===== src/rtl/serial_parallel_pkg.sv =====
// Shared definitions for the multi-lane serial-to-parallel converter:
// lane state encoding, default alignment/fill symbols and a counter sizing helper.
package serial_parallel_pkg;

  typedef enum logic [1:0] {
    ST_HUNT   = 2'd0,
    ST_LOCK   = 2'd1,
    ST_ACTIVE = 2'd2
  } lane_state_t;

  localparam logic [7:0] DEFAULT_COMMA = 8'hBC;
  localparam logic [7:0] DEFAULT_IDLE  = 8'h7C;

  // Bit counter width for a word of the given size; never narrower than one bit.
  function automatic int cnt_width(input int width);
    int w;
    w = $clog2(width);
    return (w < 1) ? 1 : w;
  endfunction

endpackage


===== src/rtl/serial_parallel_lane.sv =====
// One deserialiser lane: shifts in a serial bit per clock, hunts for the comma
// to fix the word boundary, locks after enough aligned commas, then forwards payload.
module serial_parallel_lane
  import serial_parallel_pkg::*;
#(
  parameter int               WIDTH       = 8,
  parameter logic [WIDTH-1:0] COMMA       = WIDTH'(DEFAULT_COMMA),
  parameter logic [WIDTH-1:0] IDLE        = WIDTH'(DEFAULT_IDLE),
  parameter int               COMMA_COUNT = 4,
  parameter bit               MSB_FIRST   = 1'b1
) (
  input  logic             clk,
  input  logic             rst_n,
  input  logic             data_in,
  output logic [WIDTH-1:0] data_out,
  output logic             valid_out,
  output logic             active
);

  localparam int CW  = cnt_width(WIDTH);
  localparam int CCW = $clog2(COMMA_COUNT + 1);
  localparam logic [CW-1:0]  CNT_LAST = CW'(WIDTH - 1);
  localparam logic [CCW-1:0] CC_LAST  = CCW'(COMMA_COUNT - 1);

  lane_state_t      state_reg;
  logic [WIDTH-1:0] sr_reg;
  logic [WIDTH-1:0] sr_next;
  logic [CW-1:0]    cnt_reg;
  logic [CCW-1:0]   comma_cnt_reg;
  logic [WIDTH-1:0] data_reg;
  logic             valid_reg;
  logic             active_reg;
  logic             boundary;
  logic             is_comma;
  logic             is_fill;

  generate
    if (MSB_FIRST) begin : g_msb_first
      assign sr_next = {sr_reg[WIDTH-2:0], data_in};
    end else begin : g_lsb_first
      assign sr_next = {data_in, sr_reg[WIDTH-1:1]};
    end
  endgenerate

  assign boundary = (cnt_reg == CNT_LAST);
  assign is_comma = (sr_next == COMMA);
  assign is_fill  = is_comma || (sr_next == IDLE);

  always_ff @(posedge clk) begin
    if (!rst_n) begin
      state_reg     <= ST_HUNT;
      sr_reg        <= '0;
      cnt_reg       <= '0;
      comma_cnt_reg <= '0;
      data_reg      <= '0;
      valid_reg     <= 1'b0;
      active_reg    <= 1'b0;
    end else begin
      sr_reg    <= sr_next;
      valid_reg <= 1'b0;
      cnt_reg   <= boundary ? '0 : cnt_reg + 1'b1;

      case (state_reg)
        // Any bit position may start a word here; a match pins the boundary to this edge.
        ST_HUNT: begin
          if (is_comma) begin
            cnt_reg       <= '0;
            comma_cnt_reg <= CCW'(1);
            if (COMMA_COUNT == 1) begin
              state_reg  <= ST_ACTIVE;
              active_reg <= 1'b1;
            end else begin
              state_reg <= ST_LOCK;
            end
          end
        end

        ST_LOCK: begin
          if (boundary) begin
            if (is_comma) begin
              comma_cnt_reg <= comma_cnt_reg + 1'b1;
              if (comma_cnt_reg == CC_LAST) begin
                state_reg  <= ST_ACTIVE;
                active_reg <= 1'b1;
              end
            end else begin
              comma_cnt_reg <= '0;
              state_reg     <= ST_HUNT;
            end
          end
        end

        // Locked for good: stray commas are just fill and never move the boundary.
        ST_ACTIVE: begin
          if (boundary) begin
            data_reg  <= sr_next;
            valid_reg <= !is_fill;
          end
        end

        default: begin
          state_reg <= ST_HUNT;
        end
      endcase
    end
  end

  assign data_out  = data_reg;
  assign valid_out = valid_reg;
  assign active    = active_reg;

endmodule


===== src/rtl/serial_parallel_multi.sv =====
// Multi-lane serial-to-parallel converter with comma alignment: LANES independent
// deserialiser lanes packed onto shared output buses.
module serial_parallel_multi
  import serial_parallel_pkg::*;
#(
  parameter int               LANES       = 2,
  parameter int               WIDTH       = 8,
  parameter logic [WIDTH-1:0] COMMA       = WIDTH'(DEFAULT_COMMA),
  parameter logic [WIDTH-1:0] IDLE        = WIDTH'(DEFAULT_IDLE),
  parameter int               COMMA_COUNT = 4,
  parameter bit               MSB_FIRST   = 1'b1
) (
  input  logic                   CLK,
  input  logic                   RESET,
  input  logic [LANES-1:0]       DATA_IN,
  output logic [LANES*WIDTH-1:0] DATA_OUT,
  output logic [LANES-1:0]       VALID_OUT,
  output logic [LANES-1:0]       ACTIVE
);

  generate
    for (genvar gi = 0; gi < LANES; gi++) begin : g_lane
      serial_parallel_lane #(
        .WIDTH      (WIDTH),
        .COMMA      (COMMA),
        .IDLE       (IDLE),
        .COMMA_COUNT(COMMA_COUNT),
        .MSB_FIRST  (MSB_FIRST)
      ) u_lane (
        .clk      (CLK),
        .rst_n    (RESET),
        .data_in  (DATA_IN[gi]),
        .data_out (DATA_OUT[gi*WIDTH +: WIDTH]),
        .valid_out(VALID_OUT[gi]),
        .active   (ACTIVE[gi])
      );
    end
  endgenerate

endmodule


===== config.mk =====
export PLATFORM = sky130hd
export DESIGN_NAME = serial_parallel_multi
export DESIGN_NICKNAME = d
export VERILOG_FILES = /design/src/rtl/serial_parallel_pkg.sv /design/src/rtl/serial_parallel_lane.sv /design/src/rtl/serial_parallel_multi.sv
export SDC_FILE = /design/constraint.sdc
export NUM_CORES = 1
export LEC_CHECK = 0
export ABC_AREA = 1
export ABC_CLOCK_PERIOD_IN_PS = 1300
export CAP_MARGIN = 20
export CORE_UTILIZATION = 49
export DETAILED_ROUTE_END_ITERATION = 7
export PLACE_DENSITY = 0.86
export SLEW_MARGIN = 20
export SYNTH_ARGS = -nofsm -noshare
export SYNTH_HDL_FRONTEND = slang
export SYNTH_SLANG_ARGS = --single-unit

===== constraint.sdc =====
create_clock -name CLK -period 1.3 [get_ports CLK]
set_input_delay 0.26 -clock CLK [delete_from_list [all_inputs] [get_ports CLK]]
set_output_delay 0.26 -clock CLK [all_outputs]
set_load 0.03 [all_outputs]

Word-level counts from Yosys, hierarchy flattened
Cells that the tools add are included. W data, S select, Z words.

Register bits after elaboration: 50. Input bits: 4. Output and inout bits: 20. Word-level logic and storage cells: 80.

$add $sub $neg: 4. Equality and inequality tests: 18. Mux-type cells: 24. Bitwise operators: 2. Reductions and logical operators: 18.

Operator list (count): $mux W3 (12); $eq A8 B7 Y1 const B (2); $eq A8 B8 Y1 const B (2); $mux W2 (8); $reduce_and A4 Y1 (4); $add A3 B1 Y3 const B (4); $pmux W2 S3 (2); $pmux W3 S2 (2); $reduce_and A3 Y1 (4); $ne A2 B1 Y1 const B (4); $eq A3 B2 Y1 const B (2); $eq A3 B3 Y1 const B (2); $ne A3 B3 Y1 const B (2); $eq A2 B1 Y1 const B (2); $eq A2 B2 Y1 const B (2); $logic_not A2 Y1 (2); $reduce_and A2 Y1 (2); $reduce_bool A2 Y1 (2); $logic_not A1 Y1 (2); $logic_or A1 B1 Y1 (2); $not A1 Y1 (2).

Longest topological paths before layout
Depth in word-level cells: 5. Mapped depth: 10. Depth with buffers taken out: 10.

Cells and area by module
A second synthesis with hierarchy kept.

Cells, all modules: 266. Area total of the unflattened synthesis: 2034.5 sq um.

Modules (own cells, without submodules): serial_parallel_lane (times used 2, cells each 133, area an instance 1017.2 sq um, sequential area each 500.5 sq um).

Worst setup path after synthesis
Ideal clock, no wire load.

Path type: reg-to-reg. Start point: reg g_lane[1].u_lane.cnt_reg[0]. End point: reg g_lane[1].u_lane.data_reg[6]. Setup time: 0.070 ns. Arrival: 1.261 ns. Required time: 1.230 ns. Path slack: -0.030 ns. Cell stages (with the launch flop): 7. Path buffers: 1. Clock period less this slack: 1.330 ns. Path through: dfxtp_1 > ha_1 > ha_1 > nand3_1 > buf_2 > o21ai_0 > a21oi_1.

Word-level cells in the longest chain between the ends: 2.

Ends and longest elaborated chain: start: declaration (line serial_parallel_lane.sv:28) `logic [CW-1:0] cnt_reg;`; start signal: assignment (line serial_parallel_lane.sv:61) `cnt_reg <= boundary ? '0 : cnt_reg + 1'b1;`; $eq A3 B3 Y1 (line serial_parallel_lane.sv:45) `assign boundary = (cnt_reg == CNT_LAST);`; $reduce_and A2 Y1 (no line); end signal: assignment (line serial_parallel_lane.sv:96) `data_reg <= sr_next;`; end: declaration (line serial_parallel_lane.sv:30) `logic [WIDTH-1:0] data_reg;`.

No other way between the ends. A chain may end at the register's enable or synchronous reset.

Worst setup path in the final report
Start point: reg g_lane[0].u_lane.comma_cnt_reg[0]. End point: reg g_lane[0].u_lane.state_reg[0].

Word-level cells in the longest chain between the ends: 3.

Ends and longest elaborated chain: start: declaration (line serial_parallel_lane.sv:29) `logic [CCW-1:0] comma_cnt_reg;`; start signal: assignment (line serial_parallel_lane.sv:81) `comma_cnt_reg <= comma_cnt_reg + 1'b1;`; $eq A3 B2 Y1 (line serial_parallel_lane.sv:82) `if (comma_cnt_reg == CC_LAST) begin`; $ne A3 B3 Y1 (no line); $reduce_and A4 Y1 (no line); end signal: assignment (line serial_parallel_lane.sv:83) `state_reg <= ST_ACTIVE;`; end signal: assignment (line serial_parallel_lane.sv:88) `state_reg <= ST_HUNT;`; end signal: assignment (line serial_parallel_lane.sv:102) `state_reg <= ST_HUNT;`; end: declaration (line serial_parallel_lane.sv:25) `lane_state_t state_reg;`.

No other way between the ends.

==> impl_results.md <==
* Hold Crit Depth at 4
* Die width at 67.30 µm
* Vias in the first global route at 1,613
* Fmax at around 0.74 GHz
* Final wirelength at 4631 µm
* Outcome: finished with violations
* Hpwl dp at 2766 µm
* Routed via count at 1,822
* CTS tree: yes
* GRT Resource Usage Total at 20.29%
* Mapped Nets at 284
* Placed cell count at 356
* Via/cell ratio at between 4 and 5
* Startpoint types: flip-flop
* Die ar. at ~4500 µm²
* Root Driver: clkbuf_8
* Final hold violations at 0
* Setup Skew at ~2.7 ps
* Net count, final at approximately 330
* Ys Warns at 0
* Core Footprint at 4058 µm²
* Die extent in y at 67.30 µm
* GP Congestion at 0.8562
* Final min period at 1352 ps
* Skew-Pair Late Insertion Delay at 310 ps
* Post-synthesis sequential area ratio at about 48%
* Setup Viol. Count Final at 1
* DRT iter0 DRCs at 151
* Peak supply drop at 0.0006070 V
* Starting Density at 51.50%
* WL/cell at 12.45 µm
* Reg clk slew, reported paths at ~80 ps
* DRC viols at 0
* Synthesized area at 2090 µm²
* Worst Path Max Fanout at 2
* N_diodes at 0
* #FFs+latches synth at 50
* Mapped Cells at 272
* Failing checks: setup timing
* Max_cap viols at 0
* Finished Cell Area at 2775 µm²
* Largest net degree at the start of global routing at 28
* CTS Buf Count at 5
* Site row count at 23
* PD cells at 1120 nW/µm²
* R2R setup slack at -50 ps
* Grt ovf at 0
* Headroom to the max-slew limit at 79.04%
* Initial antenna violation count at 0
* Antenna Violating Nets Remaining at 0
* Required @ worst endpoint at 1510 ps
* Layout area overhead at 32.81%
* Placed cell area at ~2500 µm²
* CP endpoint kind: flip-flop
* CTS Hold Bufs at 0
* Tcrit/Tclk final at 104.0%
* Largest register FFs at 16
* Post-Layout Cell Count at between 300 and 400
* Worst Hold Class: primary input to flip-flop
* Commonest cells after routing, fill and taps aside: 51 x inv_1, 40 x nand2_1, 31 x dfxtp_1
* CTS H-tree depth at 2
* Worst-margin pin slew at roughly 310 ps
* Bufs on Longest Clock Path at 2
* Synth cell types at 23
* CTS sink cnt at 50
* Hold_sp: DATA_IN[1]
* Total power at 3.109 mW
* R2r endpoint: g_lane[0].u_lane.state_reg[0]$_SDFFE_PN0P_
* Worst Hold End: g_lane[1].u_lane.sr_reg[0]$_SDFF_PN0_
* Most common cell after layout, fill and taps aside: inv_1
* I/O Pins at 24
* Share of layout cells above drive strength 1 at 35.71%
* R2R Path Start: g_lane[0].u_lane.comma_cnt_reg[0]$_SDFFE_PN0P_
* Initial DRT Pass Iterations at 4
* Reg2reg path depth at 10
* CP arrival at 1560 ps
* Global-route wire length before repair at about 7000 µm
* Fin. max-slew vios at 0
* Port Buffer Count at 23
* Syn Area/Cell at between 7 and 8 µm²
* Unrepaired setup endpoints after global routing: yes
* Leak at 1.297 nW
* Critical path class: flip-flop to flip-flop
* Setup ws final at -52.00 ps
==> timing repair <==
| item | 4_1_cts | 5_1_grt |
|---|---|---|
| setup buffers | 1 | 7 |
| setup endpoints to repair | 46 | 49 |
| pin swaps | 6 | 20 |
| resized for setup | 53 | 62 |
==> critical path, cell delays in order (launching register included) <==
cell     delay (ps)
dfxtp_2         340
ha_2            180
ha_2            170
nor2_1           90
nand3_1          80
nand2_1          60
inv_1            40
nand2_1          90
nand2_1          80
nand2_1          80
nor2_1           40
==> report_power, final <==
part           internal (mW)  switching (mW)
logic                  0.162           0.215
clock network          0.576           0.505
registers               1.60          0.0532
total                   2.34           0.773
==> layer usage <==
| layer | part of all wire [%] | track usage, % | up-vias |
|---|---|---|---|
| met5 | 0 | 0 | - |
| met1 | 43 | 23.29 | 832 |
| met3 | 4.9 | 5.068 | 7 |
| met2 | 50 | 36.13 | 54 |
| li1 | - | - | 929 |
| met4 | 1.3 | 7.181 | 0 |
==> synth_stat cells <==
| library cell | instances | share of area, % |
|---|---|---|
| inv_1 | 54 | 9.7 |
| a21oi_1 | 19 | 4.6 |
| nor3b_1 | 3 | 1.1 |
| a211oi_1 | 2 | 0.72 |
| nand3_1 | 6 | 1.4 |
| dfxtp_1 | 50 | 48 |
| a21oi_4 | 2 | 1.6 |
| nand2_2 | 5 | 1.5 |
| nand2_4 | 1 | 0.54 |
| o21ai_0 | 19 | 4.6 |
| o21ai_1 | 1 | 0.24 |
| o21bai_1 | 2 | 0.72 |
| nor2_2 | 1 | 0.30 |
| buf_4 | 5 | 1.8 |
| buf_2 | 3 | 0.72 |
| nand2_1 | 47 | 8.4 |
| nor2_1 | 28 | 5.0 |
| clkbuf_1 | 2 | 0.36 |
| nor2_4 | 3 | 1.6 |
| ha_1 | 8 | 4.8 |
| a31oi_1 | 1 | 0.30 |
| inv_2 | 4 | 0.72 |
| nor3_1 | 6 | 1.4 |
==> layout make-up <==
cell class / instances / area (µm²)
tap: 50 / 62.56
fill: 281 / 1282
multi-input combinational: 154 / 979.7
sequential: 50 / 1025
clock inverter: 1 / 30.03
timing repair buffer: 52 / 384.1
clock buffer: 7 / 76.32
inverter: 58 / 217.7
==> stage by stage <==
step | worst slack (ps) | setup TNS [ps] | hold WS, ps | utilization [%]
after detailed placement | -293.0 | -5566 | 425.0 | 61.61
final | -52.00 | -52.00 | 271.3 | 68.39
after floorplan | 17.48 | 0 | 353.5 | -
after global routing | -108.2 | -672.5 | 294.3 | 68.39
after CTS | 1.278 | 0 | 438.5 | 66.05
after global placement | -260.1 | -4471 | 416.1 | 61.61
==> worst max path at each step <==
stage,start,depth (start not counted),slack (ps),end
2_1_floorplan,g_lane[1].u_lane.cnt_reg[0]$_SDFF_PN0_,8,20,g_lane[1].u_lane.comma_cnt_reg[1]$_SDFFE_PN0P_
3_3_place_gp,DATA_IN[1],9,-260,g_lane[1].u_lane.cnt_reg[0]$_SDFF_PN0_
3_5_place_dp,DATA_IN[1],9,-290,g_lane[1].u_lane.cnt_reg[0]$_SDFF_PN0_
4_1_cts,g_lane[0].u_lane.state_reg[1]$_SDFFE_PN0P_,10,1,g_lane[0].u_lane.state_reg[0]$_SDFFE_PN0P_
5_1_grt,g_lane[0].u_lane.sr_reg[0]$_SDFF_PN0_,9,-110,g_lane[0].u_lane.comma_cnt_reg[1]$_SDFFE_PN0P_
6_report,g_lane[0].u_lane.comma_cnt_reg[0]$_SDFFE_PN0P_,10,-50,g_lane[0].u_lane.state_reg[0]$_SDFFE_PN0P_
==> cells by family (layout without fill, tap and decap cells) <==
group	count (synthesis)	count (layout)	share of synthesized area, %
DFF	50	50	47.90
buffers and inverters	68	118	13.29
and+or+nand+nor	100	100	21.38
adders and majority gates	8	8	4.791
AOI/OAI and AO/OA	46	46	12.63
No activity file was read; power rests on OpenSTA's default activity.
==> RTL edit 1 (same settings) <==
`LANES`: 2 -> 4.
--- a/src/rtl/serial_parallel_multi.sv
+++ b/src/rtl/serial_parallel_multi.sv
@@ -4,5 +4,5 @@
   import serial_parallel_pkg::*;
 #(
-  parameter int               LANES       = 2,
+  parameter int               LANES       = 4,
   parameter int               WIDTH       = 8,
   parameter logic [WIDTH-1:0] COMMA       = WIDTH'(DEFAULT_COMMA),
Ports: changed (resized ACTIVE, DATA_IN, DATA_OUT and VALID_OUT); port bits go from 24 to 46. No check against the original RTL was run, so the function may have changed too.
==> RTL edit 1 against the unedited design <==
The flow still finishes with violations (setup timing); total power rose by 110%; final area rose by 100%; via count rose by 99%; sequential power rose by 100%; routed wire length rose by 110%; setup slack got worse by 0.0059 ns; sequential cell count rose by 50; area after synthesis rose by 98%; largest power group unchanged.
==> RTL edit 1: results (changes against the unedited design) <==
- Max Clock Skew: 0.00889 ns (+0.00617 ns)
- Run status: complete, but fails checks
- DRT Wirelength: 9760 um (+110%)
- Vias in the first global route: 3398 (+110%)
- Failing checks: setup timing
- Register area share after synthesis: 48.5% (+0.60 points)
- Cts repair resizes: 160 (+200%)
- Worst reg2reg path endpoint: g_lane[2].u_lane.state_reg[1]$_SDFFE_PN0P_
- Fin cells: 728 (+96%)
- Yosys cell types: 30 (+30%)
- VDD IR-drop max: 725 uV (+19%)
- Crit path launch: g_lane[2].u_lane.comma_cnt_reg[1]$_SDFFE_PN0P_
- Port bufs: 45 (+96%)
- Crit path DAT: 1.65 ns (+0.09 ns)
- DRT iter0 DRCs: 185 (+23%)
- Syn Inst Count: 545 (+100%)
- Hold_ws: 0.144 ns (-0.127 ns)
- Number of setup buffers added after CTS: 3 (+2)
- Total GRT Usage: 20.7% (+0.43 points)
- Largest net degree at the start of global routing: 58 (+110%)
- Final setup vio count: 6 (+5)
- Compound-Gate Fraction of Synth Area: 10.2% (-2.4 points)
- Via count: 3618 (+99%)
- GPL Wtd Cong: 0.822 (-4.0%)
- Area contributors post-synth: dfxtp_1 (48%), nand2_1 (8.7%), nor2_1 (8.4%), inv_1 (8.3%), ha_1 (5.2%)
- Worst R2R Path Depth: 9 (-1)
- Switching power total: 1.70 mW (+120%)
- Nets@finish: 643 (+93%)
- Final setup margin: -0.0579 ns (-0.00590 ns)
- Pleak: 2.63 nW (+100%)
- Largest register FFs: 32 (+16)
- Hold Crit Start: DATA_IN[1]
- P_int: 4.70 mW (+100%)
- Post-DP HPWL: 5750 um (+110%)
- Slew headroom: 73.2% (-5.8 points)
- Adder-Cell Fraction of Synth Area: 5.15% (+0.36 points)
- Synth cell count leaders: dfxtp_1 (100), nand2_1 (96), nor2_1 (92), inv_1 (91), o21ai_0 (42)
- Clock Latency Late Sink: 0.37 ns (+0.06 ns)
- Cell count after placement: 699 (+96%)
- Mapped Nets: 568 (+100%)
RTL edit 1: area by class of cell:
class                      instances  area (um2)
tap                              105         131
multi-input combinational        327        2040
clock buffer                      10         138
sequential                       100        2050
inverter                          97         369
timing repair buffer              85         757
clock inverter                     4        75.1
fill                             603        2610
RTL edit 1: metal layers:
layer / vias to the layer above / track usage (%) / share of wire, %
li1: 1804 / - / -
met1: 1710 / 22.2 / 39
met2: 83 / 38.3 / 54
met3: 21 / 5.50 / 4.8
met4: 0 / 8.08 / 1.9
met5: - / 0 / 0
RTL edit 1: stage by stage:
stage                     instance area [um2]  setup TNS, ns  power [mW]  util [%]  setup WS [ns]
final                                    5560         -0.226        6.41      68.0        -0.0579
after global routing                     5560          -1.61        6.69      68.0         -0.161
after CTS                                5270              0        6.18      64.4       0.000259
after detailed placement                 4810         -11.89        4.00      58.8         -0.394
after global placement                   4810          -8.71        3.94      58.8         -0.338
after floorplan                          4140              0        3.82         -         0.0127
RTL edit 1: how the worst max path moves through the flow:
stage                                                     endpoint
floorplan                g_lane[2].u_lane.data_out[6]$_SDFFE_PN0P_
detailed placement  g_lane[3].u_lane.comma_cnt_reg[2]$_SDFFE_PN0P_
global route            g_lane[2].u_lane.state_reg[1]$_SDFFE_PN0P_
global placement    g_lane[3].u_lane.comma_cnt_reg[1]$_SDFFE_PN0P_
CTS                      g_lane[3].u_lane.data_out[4]$_SDFFE_PN0P_
finish                  g_lane[2].u_lane.state_reg[1]$_SDFFE_PN0P_
RTL edit 1: power by group through the flow:
stage	combinational [mW]	sequential, mW	clock, mW
CTS	0.763	3.27	2.15
floorplan	0.499	3.32	0
global route	1.07	3.34	2.28
global placement	0.620	3.32	0
detailed placement	0.671	3.33	0
finish	0.952	3.32	2.13
==> RTL edit 2 (same settings) <==
Made on the original files. Make the reset (`rst_n`) asynchronous in one clocked block.
--- a/src/rtl/serial_parallel_lane.sv
+++ b/src/rtl/serial_parallel_lane.sv
@@ -47,5 +47,5 @@
   assign is_fill  = is_comma || (sr_next == IDLE);
 
-  always_ff @(posedge clk) begin
+  always_ff @(posedge clk or negedge rst_n) begin
     if (!rst_n) begin
       state_reg     <= ST_HUNT;
Function: no difference found for any inputs over 10 cycles, from zero or initial values and one cycle with RESET low; that may be too few to reach the edited logic, so the function may still have changed.
==> RTL edit 2 against the unedited design <==
The flow still finishes with violations (setup timing); total power decreased by 5.2%; setup slack better by 0.026 ns; routed wire length decreased by 4.9%; synthesized cell count down 15%; maximum frequency is 1.9% higher; worst hold slack got worse by 0.16 ns; combinational power is 44% lower; final area is 4.6% higher; non-clock buffer count fell by 7; area after synthesis increased by 5.6%; sequential cell count stayed put; largest power group unchanged.
==> RTL edit 2: results (changes against the unedited design) <==
- Vias per cell: 4.89 (-0.20%)
- Post-route setup TNS: -0.0310 ns (+0.0210 ns)
- Post-DP HPWL: 2690 um (-2.8%)
- Final setup margin: -0.0265 ns (+0.0255 ns)
- Global-route wire length before repair: 7030 um (+2.3%)
- Hold_ws: 0.111 ns (-0.160 ns)
- Largest register FFs: 16 (unchanged)
- Synth cell count leaders: nand2_1 (81), dfrtp_1 (50), inv_1 (15), nand2_2 (12)
- Slew at the pin closest to its max-slew limit: 0.313 ns (-0.000616 ns)
- # fillers: 310 (+10%)
- GPL Wtd Cong: 0.856 (about the same)
- Number of setup buffers added after CTS: 1 (unchanged)
- Clock Latency Late Sink: 0.31 ns (about the same)
- Failing checks: setup timing
- Adder-Cell Fraction of Synth Area: 4.54% (-0.26 points)
- Register area share after synthesis: 56.7% (+8.8 points)
- Area post-placement: 0.00254 mm2 (+1.7%)
- Compound-Gate Fraction of Synth Area: 4.31% (-8.3 points)
- Via count: 1613 (-11%)
- Top delay family on crit path: simple AND/OR/NAND/NOR gates
- Clock Tree Buf Depth: 2 (unchanged)
- Switching share of power: 23.6% (-1.2 points)
- Post-synth ARST share: 100% (+100 points)
- Post-synthesis mux area share: 0% (unchanged)
- Largest net degree at the start of global routing: 51 (+82%)
- Area contributors post-synth: dfrtp_1 (57%), nand2_1 (14%), ha_1 (4.5%), nand2_2 (3.4%), nor2_4 (3.1%)
- Final setup vio count: 3 (+2)
- Max Clock Skew: 0.00581 ns (+0.00309 ns)
- DRT Wirelength: 4400 um (-4.9%)
- Cts hold-fix bufs: 1 (+1)
- Total GRT Usage: 18.8% (-1.5 points)
- Crit Path Max Fanout: 2 (unchanged)
- Clock transition at the registers of the reported paths: 0.09 ns
- Run status: complete, but fails checks
- Cell count after placement: 312 (-12%)
- Slowest CP cell: dfrtp_1
- Pre-CTS WS: -0.272 ns (+0.0205 ns)
- Yosys cell types: 19 (-17%)
- Comb pwr share: 7.1% (-5.0 points)
- CTS buffer count: 5 (unchanged)
- Drt pass-1 iters: 4 (unchanged)
- HP Class: primary input to register
- DRT iter0 DRCs: 108 (-28%)
- Diode count: 0 (unchanged)
- Largest stage delay, worst path: 0.41 ns (+0.07 ns)
- Pwr Total: 2.95 mW (-5.2%)
- Syn avg cell area: 9.55 um2 (+24%)
- Root buffer cell: clkbuf_8
- Worst R2R Path Depth: 9 (-1)
- Worst hold path depth: 1 (-3)
- Mapped Nets: 243 (-14%)
- VDD IR-drop max: 843 uV (+39%)
- Nets@finish: 289 (-13%)
- Share of post-route cells with drive strength above 1: 42.8% (+7.1 points)
- Pleak: 1.47 nW (+13%)
- Cts repair resizes: 61 (+15%)
[RTL edit 2: changes by cell type in the layout (fill, tap and decap cells not counted), moves of 6 or more]
cell,unedited run,this run
a21oi_1,18,2
buf_4,29,23
clkbuf_2,16,5
clkdlybuf4s15_2,1,9
dfrtp_1,0,50
dfxtp_1,31,0
dfxtp_2,19,0
inv_1,51,13
nand2_1,40,74
nand2_2,10,17
nor2_1,23,4
o21ai_0,18,0
o21ai_2,0,6
[RTL edit 2: path summary, 6_finish.rpt]
| path | startpoint | endpoint |
|---|---|---|
| min in group asynchronous | RESET | g_lane[1].u_lane.sr_reg[2]$_DFF_PN0_ |
| max reg2reg | g_lane[0].u_lane.comma_cnt_reg[0]$_DFFE_PN0P_ | g_lane[0].u_lane.state_reg[0]$_DFFE_PN0P_ |
| max in group asynchronous | RESET | g_lane[1].u_lane.active$_DFFE_PN0P_ |
| min reg2reg | g_lane[1].u_lane.sr_reg[5]$_DFF_PN0_ | g_lane[1].u_lane.sr_reg[6]$_DFF_PN0_ |
| min | DATA_IN[1] | g_lane[1].u_lane.sr_reg[0]$_DFF_PN0_ |
| max | g_lane[0].u_lane.comma_cnt_reg[0]$_DFFE_PN0P_ | g_lane[0].u_lane.state_reg[0]$_DFFE_PN0P_ |
[RTL edit 2: routing by layer]
layer,vias to the layer above,share of wire (%),global-route usage (%)
met4,0,2.9,6.12
met2,36,53,33.4
li1,798,-,-
met5,-,0,0
met3,14,3.5,4.97
met1,765,41,21.9
[RTL edit 2: final cells by class]
class                           count  area [um2]  area share [%]
Clock buffer                        5        68.8            2.37
Clock inverter                      3        43.8            1.51
Inverter                           26         105            3.62
Multi-Input combinational cell    149         981            33.8
Sequential cell                    50        1250            43.1
Tap cell                           52        65.1            2.24
Timing Repair Buffer               45         388            13.4
